File: src/rtl/alu_param.sv
// Parametrised ALU with registered result, Z/C flags and a START/DONE handshake.
// Define ALU_SHIFT_EN to build the multi-cycle serial SHL/SHR path; otherwise OP 4/5 are reserved.
module alu_param #(
  parameter int WIDTH = 4
) (
  input  logic             CLK,
  input  logic             RST,
  input  logic [WIDTH-1:0] X,
  input  logic [WIDTH-1:0] Y,
  input  logic [WIDTH-1:0] IM,
  input  logic [1:0]       SEL,
  input  logic [2:0]       OP,
  input  logic             START,
  output logic             BUSY,
  output logic             DONE,
  output logic [WIDTH-1:0] STOREDATA,
  output logic             Z_FLAG,
  output logic             C_FLAG
);
  localparam int CW = $clog2(WIDTH + 1);

  logic [WIDTH-1:0] m;
  logic [WIDTH-1:0] b;
  logic [WIDTH:0]   sum;
  logic             accept;

  logic [WIDTH-1:0] data_q, data_d;
  logic             z_q, z_d;
  logic             c_q, c_d;
  logic             done_q, done_d;
  logic             busy_q, busy_d;

  assign m      = SEL[0] ? Y : IM;
  assign b      = m ^ {WIDTH{SEL[1]}};
  assign sum    = {1'b0, X} + {1'b0, b} + {{WIDTH{1'b0}}, SEL[1]};
  assign accept = START && !busy_q;

`ifdef ALU_SHIFT_EN
  typedef enum logic {S_IDLE, S_SHIFT} state_t;
  state_t           state_q, state_d;
  logic [WIDTH-1:0] work_q, work_d;
  logic [WIDTH-1:0] shifted;
  logic [CW-1:0]    cnt_q, cnt_d;
  logic [CW-1:0]    n_amt;
  logic             dir_q, dir_d;
  logic             out_bit;

  // Shift distance saturates at WIDTH; anything larger clears the word anyway.
  assign n_amt   = (32'(m) >= WIDTH) ? CW'(WIDTH) : CW'(m);
  assign shifted = dir_q ? (work_q >> 1) : (work_q << 1);
  assign out_bit = dir_q ? work_q[0] : work_q[WIDTH-1];
`endif

  always_comb begin
    data_d = data_q;
    z_d    = z_q;
    c_d    = c_q;
    done_d = 1'b0;
    busy_d = busy_q;
`ifdef ALU_SHIFT_EN
    state_d = state_q;
    work_d  = work_q;
    cnt_d   = cnt_q;
    dir_d   = dir_q;
`endif
    if (accept) begin
      done_d = 1'b1;
      case (OP)
        3'd0: begin
          data_d = sum[WIDTH-1:0];
          c_d    = sum[WIDTH];
          z_d    = (sum[WIDTH-1:0] == '0);
        end
        3'd1: data_d = X & b;
        3'd2: data_d = X | b;
        3'd3: data_d = X ^ b;
`ifdef ALU_SHIFT_EN
        3'd4, 3'd5: begin
          if (n_amt == '0) begin
            data_d = X;
            z_d    = (X == '0);
          end else begin
            done_d  = 1'b0;
            busy_d  = 1'b1;
            state_d = S_SHIFT;
            work_d  = X;
            cnt_d   = n_amt;
            dir_d   = OP[0];
          end
        end
`endif
        default: ;
      endcase
    end
`ifdef ALU_SHIFT_EN
    // The working register is private; STOREDATA only sees the final value.
    if (state_q == S_SHIFT) begin
      work_d = shifted;
      cnt_d  = cnt_q - CW'(1);
      if (cnt_q == CW'(1)) begin
        data_d  = shifted;
        c_d     = out_bit;
        z_d     = (shifted == '0);
        done_d  = 1'b1;
        busy_d  = 1'b0;
        state_d = S_IDLE;
      end
    end
`endif
  end

  always_ff @(posedge CLK or negedge RST) begin
    if (!RST) begin
      data_q <= '0;
      z_q    <= 1'b0;
      c_q    <= 1'b0;
      done_q <= 1'b0;
      busy_q <= 1'b0;
`ifdef ALU_SHIFT_EN
      state_q <= S_IDLE;
      work_q  <= '0;
      cnt_q   <= '0;
      dir_q   <= 1'b0;
`endif
    end else begin
      data_q <= data_d;
      z_q    <= z_d;
      c_q    <= c_d;
      done_q <= done_d;
      busy_q <= busy_d;
`ifdef ALU_SHIFT_EN
      state_q <= state_d;
      work_q  <= work_d;
      cnt_q   <= cnt_d;
      dir_q   <= dir_d;
`endif
    end
  end

  assign BUSY      = busy_q;
  assign DONE      = done_q;
  assign STOREDATA = data_q;
  assign Z_FLAG    = z_q;
  assign C_FLAG    = c_q;
endmodule

File: config.mk
export PLATFORM = sky130hd
export DESIGN_NAME = alu_param
export DESIGN_NICKNAME = d
export VERILOG_FILES = /design/src/rtl/alu_param.sv
export SDC_FILE = /design/constraint.sdc
export NUM_CORES = 1
export LEC_CHECK = 0
export CAP_MARGIN = 20
export CORE_ASPECT_RATIO = 1.4
export CORE_MARGIN = 4
export CORE_UTILIZATION = 30
export DETAILED_ROUTE_END_ITERATION = 6
export SLEW_MARGIN = 20
export SYNTH_ARGS = -nofsm -noshare
export SYNTH_HDL_FRONTEND = slang
export SYNTH_SLANG_ARGS = --single-unit
export TNS_END_PERCENT = 5
File: constraint.sdc
create_clock -name CLK -period 0.9 [get_ports CLK]
set_clock_uncertainty 0.05 [all_clocks]
set_input_delay 0.135 -clock CLK [delete_from_list [all_inputs] [get_ports CLK]]
set_output_delay 0.135 -clock CLK [all_outputs]
set_load 0.01 [all_outputs]
; ---- Word level (Yosys, flattened, before mapping)
; Index checks and enable logic that the tools add are counted.
[totals]
ff_bits = 7
latchBits = 0
ramBits = 0
romBits = 0
inputBits = 20
out_inout_bits = 8
elab_cells = 21
mem_count = 0
[classes]
add_sub_neg = 2
mul = 0
n_div = 0
order_cmp = 0
n_eq_ne = 3
shifts = 0
muxes = 3
n_bitwise = 4
n_reduce_logical = 5
[ops]
columns = cell, n
row1 = $pmux W4 S4, 1
row2 = $xor A4 B4 Y4, 2
row3 = $eq A3 B2 Y1 const B, 2
row4 = $add A4 B4 Y5, 1
row5 = $add A5 B1 Y5, 1
row6 = $and A4 B4 Y4, 1
row7 = $logic_not A4 Y1, 1
row8 = $mux W4, 1
row9 = $or A4 B4 Y4, 1
row10 = $reduce_and A2 Y1, 2
row11 = $reduce_bool A4 Y1, 1
row12 = $eq A3 B1 Y1 const B, 1
row13 = $logic_not A3 Y1, 1
row14 = $mux W1, 1

; ---- Depth between registers and ports, before layout
; Gate-level depths: netlist (run 1).
[logic_depth]
depth_word = 5
ltp_mapped = 10
mapped_depth_nobuf = 9

; ---- Least setup slack after synthesis (run 1)
; Ideal clock, no wire load.
[synth_timing]
kind = input -> register
start = in SEL[0]
end = reg data_q[3] (netlist: STOREDATA[3])
arrival_ps = 1638
setup_slack_ps = -915
cell_stages = 9
path_buffers = 1
cell_sequence = buf_6 -> mux2i_1 -> xnor2_1 -> inv_1 -> ha_1 -> a21oi_1 -> o21ai_1 -> xor2_1 -> a221o_1
[synth_between]
elab_chain_cells = 5
elab_cells_between_ends = 8
classes_between = add/sub (2) / mux (2) / bitwise (4)
[synth_lines]
columns = element, line_no
row1 = start: declaration, 11  ; input logic [1:0] SEL,
row2 = $mux W4 (*), 33  ; assign m = SEL[0] ? Y : IM;
row3 = $xor A4 B4 Y4 (*), 34  ; assign b = m ^ {WIDTH{SEL[1]}};
row4 = $add A4 B4 Y5, 35  ; assign sum = {1'b0, X} + {1'b0, b} + {{WIDTH{1'b0}}, SEL[1]};
row5 = $add A5 B1 Y5, 35
row6 = $pmux W4 S4 (*), 68  ; case (OP)
row7 = end signal: assignment, 126  ; data_q <= data_d;
row8 = end: declaration, 27  ; logic [WIDTH-1:0] data_q, data_d;
; Mark *: on every way between the ends. The rest lies on a longest branch, timed or not.
; A chain may end at the register's enable or synchronous reset.

; ---- Final worst setup path (run 1)
; Same ends and word-level chain as after synthesis.

==> results of run 1 <==
## synthesized netlist by cell type, drive strengths merged
cell / n
inv: 10
ha: 8
nand2: 8
nor2: 8
dfrtp: 7
mux2i: 7
o21ai: 7
xnor2: 5
buf: 3
nor2b: 3
a21oi: 2
a22oi: 2
a31oi: 2
clkbuf: 2
nand2b: 2
nor3: 2
xor2: 2
a221o: 1
a221oi: 1
and2: 1
conb: 1
fa: 1
nand3: 1
or2: 1
## layer usage
layer,global-route usage,share of wire
met5,0,0
met4,0.0519,0.012
met3,0.0293,0.076
met2,0.253,0.55
met1,0.105,0.36
## repair_timing
action	4_1_cts	5_1_grt
setup buffers	2	0
setup endpoints to repair	13	13
resized for setup	78	9
pin swaps	16	6
hold buffers	0	0
## power by group through the flow
stage                     clock network (mW)  registers, mW  logic (mW)
after detailed placement                   0          0.413       0.838
after CTS                              0.292          0.407       0.868
after floorplan                            0          0.444       0.354
after global placement                     0          0.409       0.825
after global routing                   0.306          0.417       0.988
final                                  0.282          0.404       0.896
## per-stage QoR
| stage | setup WS [ps] | setup TNS [ps] | util | std cells | hold slack [ps] |
|---|---|---|---|---|---|
| 2_1_floorplan | -820 | -4320 | - | 87 | -211 |
| 3_3_place_gp | -1490 | -9410 | 0.517 | 152 | 362 |
| 3_5_place_dp | -1510 | -9710 | 0.517 | 152 | 366 |
| 4_1_cts | -647 | -3810 | 0.539 | 158 | 98.3 |
| 5_1_grt | -712 | -4390 | 0.549 | 158 | 113 |
| 6_report | -611 | -3570 | 0.549 | 158 | 84.4 |
## flip-flops by register name, indices dropped and copies added, names as in the netlist
register / flops
Z_FLAG: 1
C_FLAG: 1
DONE: 1
STOREDATA: 4
## logic make-up after synthesis
logic type               Yosys count
AO/OA/AOI/OAI                     15
AND/OR/NAND/NOR                   26
adder cells (fa/ha/maj)            9
other                              1
buffers and inverters             15
multiplexers                       7
XOR/XNOR                           7
flip-flops                         7
## worst max-delay path by stage
stage            from      endpoint  slack (ps)  cells after the start
2_1_floorplan  SEL[0]  STOREDATA[3]        -820                      9
3_3_place_gp   SEL[0]        Z_FLAG       -1490                      9
3_5_place_dp   SEL[0]  STOREDATA[1]       -1510                      5
4_1_cts        SEL[0]  STOREDATA[3]        -650                      9
5_1_grt        SEL[0]  STOREDATA[3]        -710                      9
6_report       SEL[0]  STOREDATA[3]        -610                      9
## final cells by class
type	instances	area, µm²	share of cell area
timing repair buffer	50	383	0.313
multi-input combinational	65	574	0.469
sequential	7	175	0.143
inverter	10	37.5	0.0307
tap	22	27.5	0.0225
clock buffer	4	26.3	0.0215
## critical path: stages
cell     delay (ps)
buf_12           90
mux2i_2         200
xnor2_1         160
inv_1            90
ha_4            240
a21oi_2         140
o21ai_2          70
xor2_1          150
a221o_1         300
==> flow_summary.ini, run 1 <==
[clocking]
cts_buffer_depth = 2
htreeDepth = 1
clk_pin_slew_ps = 50
clkLatencyLatePin_ps = 250
cts_made_buffers = 3
cts_tree = done
clock_sink_count = 7
root_buffer = clkbuf_4

[min_path]
hp-class = primary input to asynchronous set/reset pin

[route]
remaining_drc_errors = 0
wirelength_um = 1800
drtIter0Drc = 8
dr_total_vias = 739
avgViaCountPerCell = 4.68
firstDrtPassIters = 4
ant_nets = 0
wire_per_inst_um = 11.4

[yosys]
seq_area_frac_synth = 0.243
yosys.area_share.simple = 0.165
ys_warn_count = 0
synth_top_family_by_area = adder cells
synth_compound_area_frac = 0.127
ys_ff_latch = 7
synth_area_um2 = 719
syn-num-nets = 116
synthCells = 87
yosysTopAreaCell = dfrtp_1
synth_xor_area_frac = 0.0852
yosys-top-cells-area = dfrtp_1 24%, ha_1 14%, mux2i_1 8.3%, xnor2_1 6.1%, inv_1 5.2%
synth.avg_cell_area_um2 = 8.27
yosys.area.top_type_share = 0.243
synth_cell_types = 27
yosys-mux-area-fraction = 0.103
post_synth_fa_ha_maj_area_fraction = 0.167

[grt]
grt_pass1_vias = 772
antenna_found_initial = 0
gr-usage-all-layers = 0.121
grt_max_degree = 8
grt-ovfl-total = 0
grt_pass1_wl_um = 3060

[timing]
finalSetupViolCount = 13
period_needed_ps = 1510
post-route-period-util = 1.68
hold_viol_final = 0
rsz0062_at_grt = true
fin_ws_ps = -611
fmax_ghz = 0.662
slew_violations = 0

[finish]
layout_commonest_cell = buf_4
layout_common_cells = 23 x buf_4, 12 x buf_2, 8 x nor2_1
area_growth_pct = 70.1
fin_nets = 166
antenna_cells = 0
fillCellCount = 208
layout-drive-gt1-share = 0.456
fin_area_mm2 = 0.00122

[worst_setup_path]
path_max_fanout = 4
cp.required_ps = 980
r2r_start = STOREDATA[3]
worstReg2RegEnd = STOREDATA[3]
cp-start-kind = primary input
path_class = primary input to register
critical_path.endpoint_type = register
cp.arrival_ps = 1590
rr_worst_depth = 2
ff2ff_setup_slack_ps = -80

[job]
drv_cap = 0

[floorplan]
io-pin-count = 28
die_w_um = 49.4
dieArea_mm2 = 0.00326
core_area_mm2 = 0.00223
start_util = 0.323
die_h_um = 65.9
core.rowCount = 20

[power_and_ir_drop]
power_switching_mw = 0.522
pwr-share-seq = 0.255
power_density_mw_per_mm2 = 1290
power_frac_clock = 0.178
combPwrFrac = 0.566
finalPower_mw = 1.58
switching_share = 0.330
leakage_nw = 0.588
ir_worst_vdd_uv = 474
internal-power_mw = 1.06

[placed_design]
gp_congestion = 0.796
dpl-instance-area_mm2 = 0.00115
hpwl_um = 1550
port_buffers = 26

[run_status]
failed_checks = setup timing
status = complete, but fails checks
(Power assumes the default switching activity.)
==> inputs of run 2 (changes only) <==
--- a/config.mk
+++ b/config.mk
@@ -10,7 +10,7 @@
 export CORE_MARGIN = 4
 export CORE_UTILIZATION = 30
 export DETAILED_ROUTE_END_ITERATION = 6
-export SLEW_MARGIN = 20
+export SLEW_MARGIN = 10
 export SYNTH_ARGS = -nofsm -noshare
 export SYNTH_HDL_FRONTEND = slang
 export SYNTH_SLANG_ARGS = --single-unit
==> results of run 2 <==
Final layout, timing and power as in run 1 (identical DEF).
==> inputs of run 3 (changes only) <==
--- a/config.mk
+++ b/config.mk
@@ -5,7 +5,7 @@
 export SDC_FILE = /design/constraint.sdc
 export NUM_CORES = 1
 export LEC_CHECK = 0
-export CAP_MARGIN = 20
+export CAP_MARGIN = 30
 export CORE_ASPECT_RATIO = 1.4
 export CORE_MARGIN = 4
 export CORE_UTILIZATION = 30
==> results of run 3 <==
Final layout, timing and power as in run 1 (identical DEF).
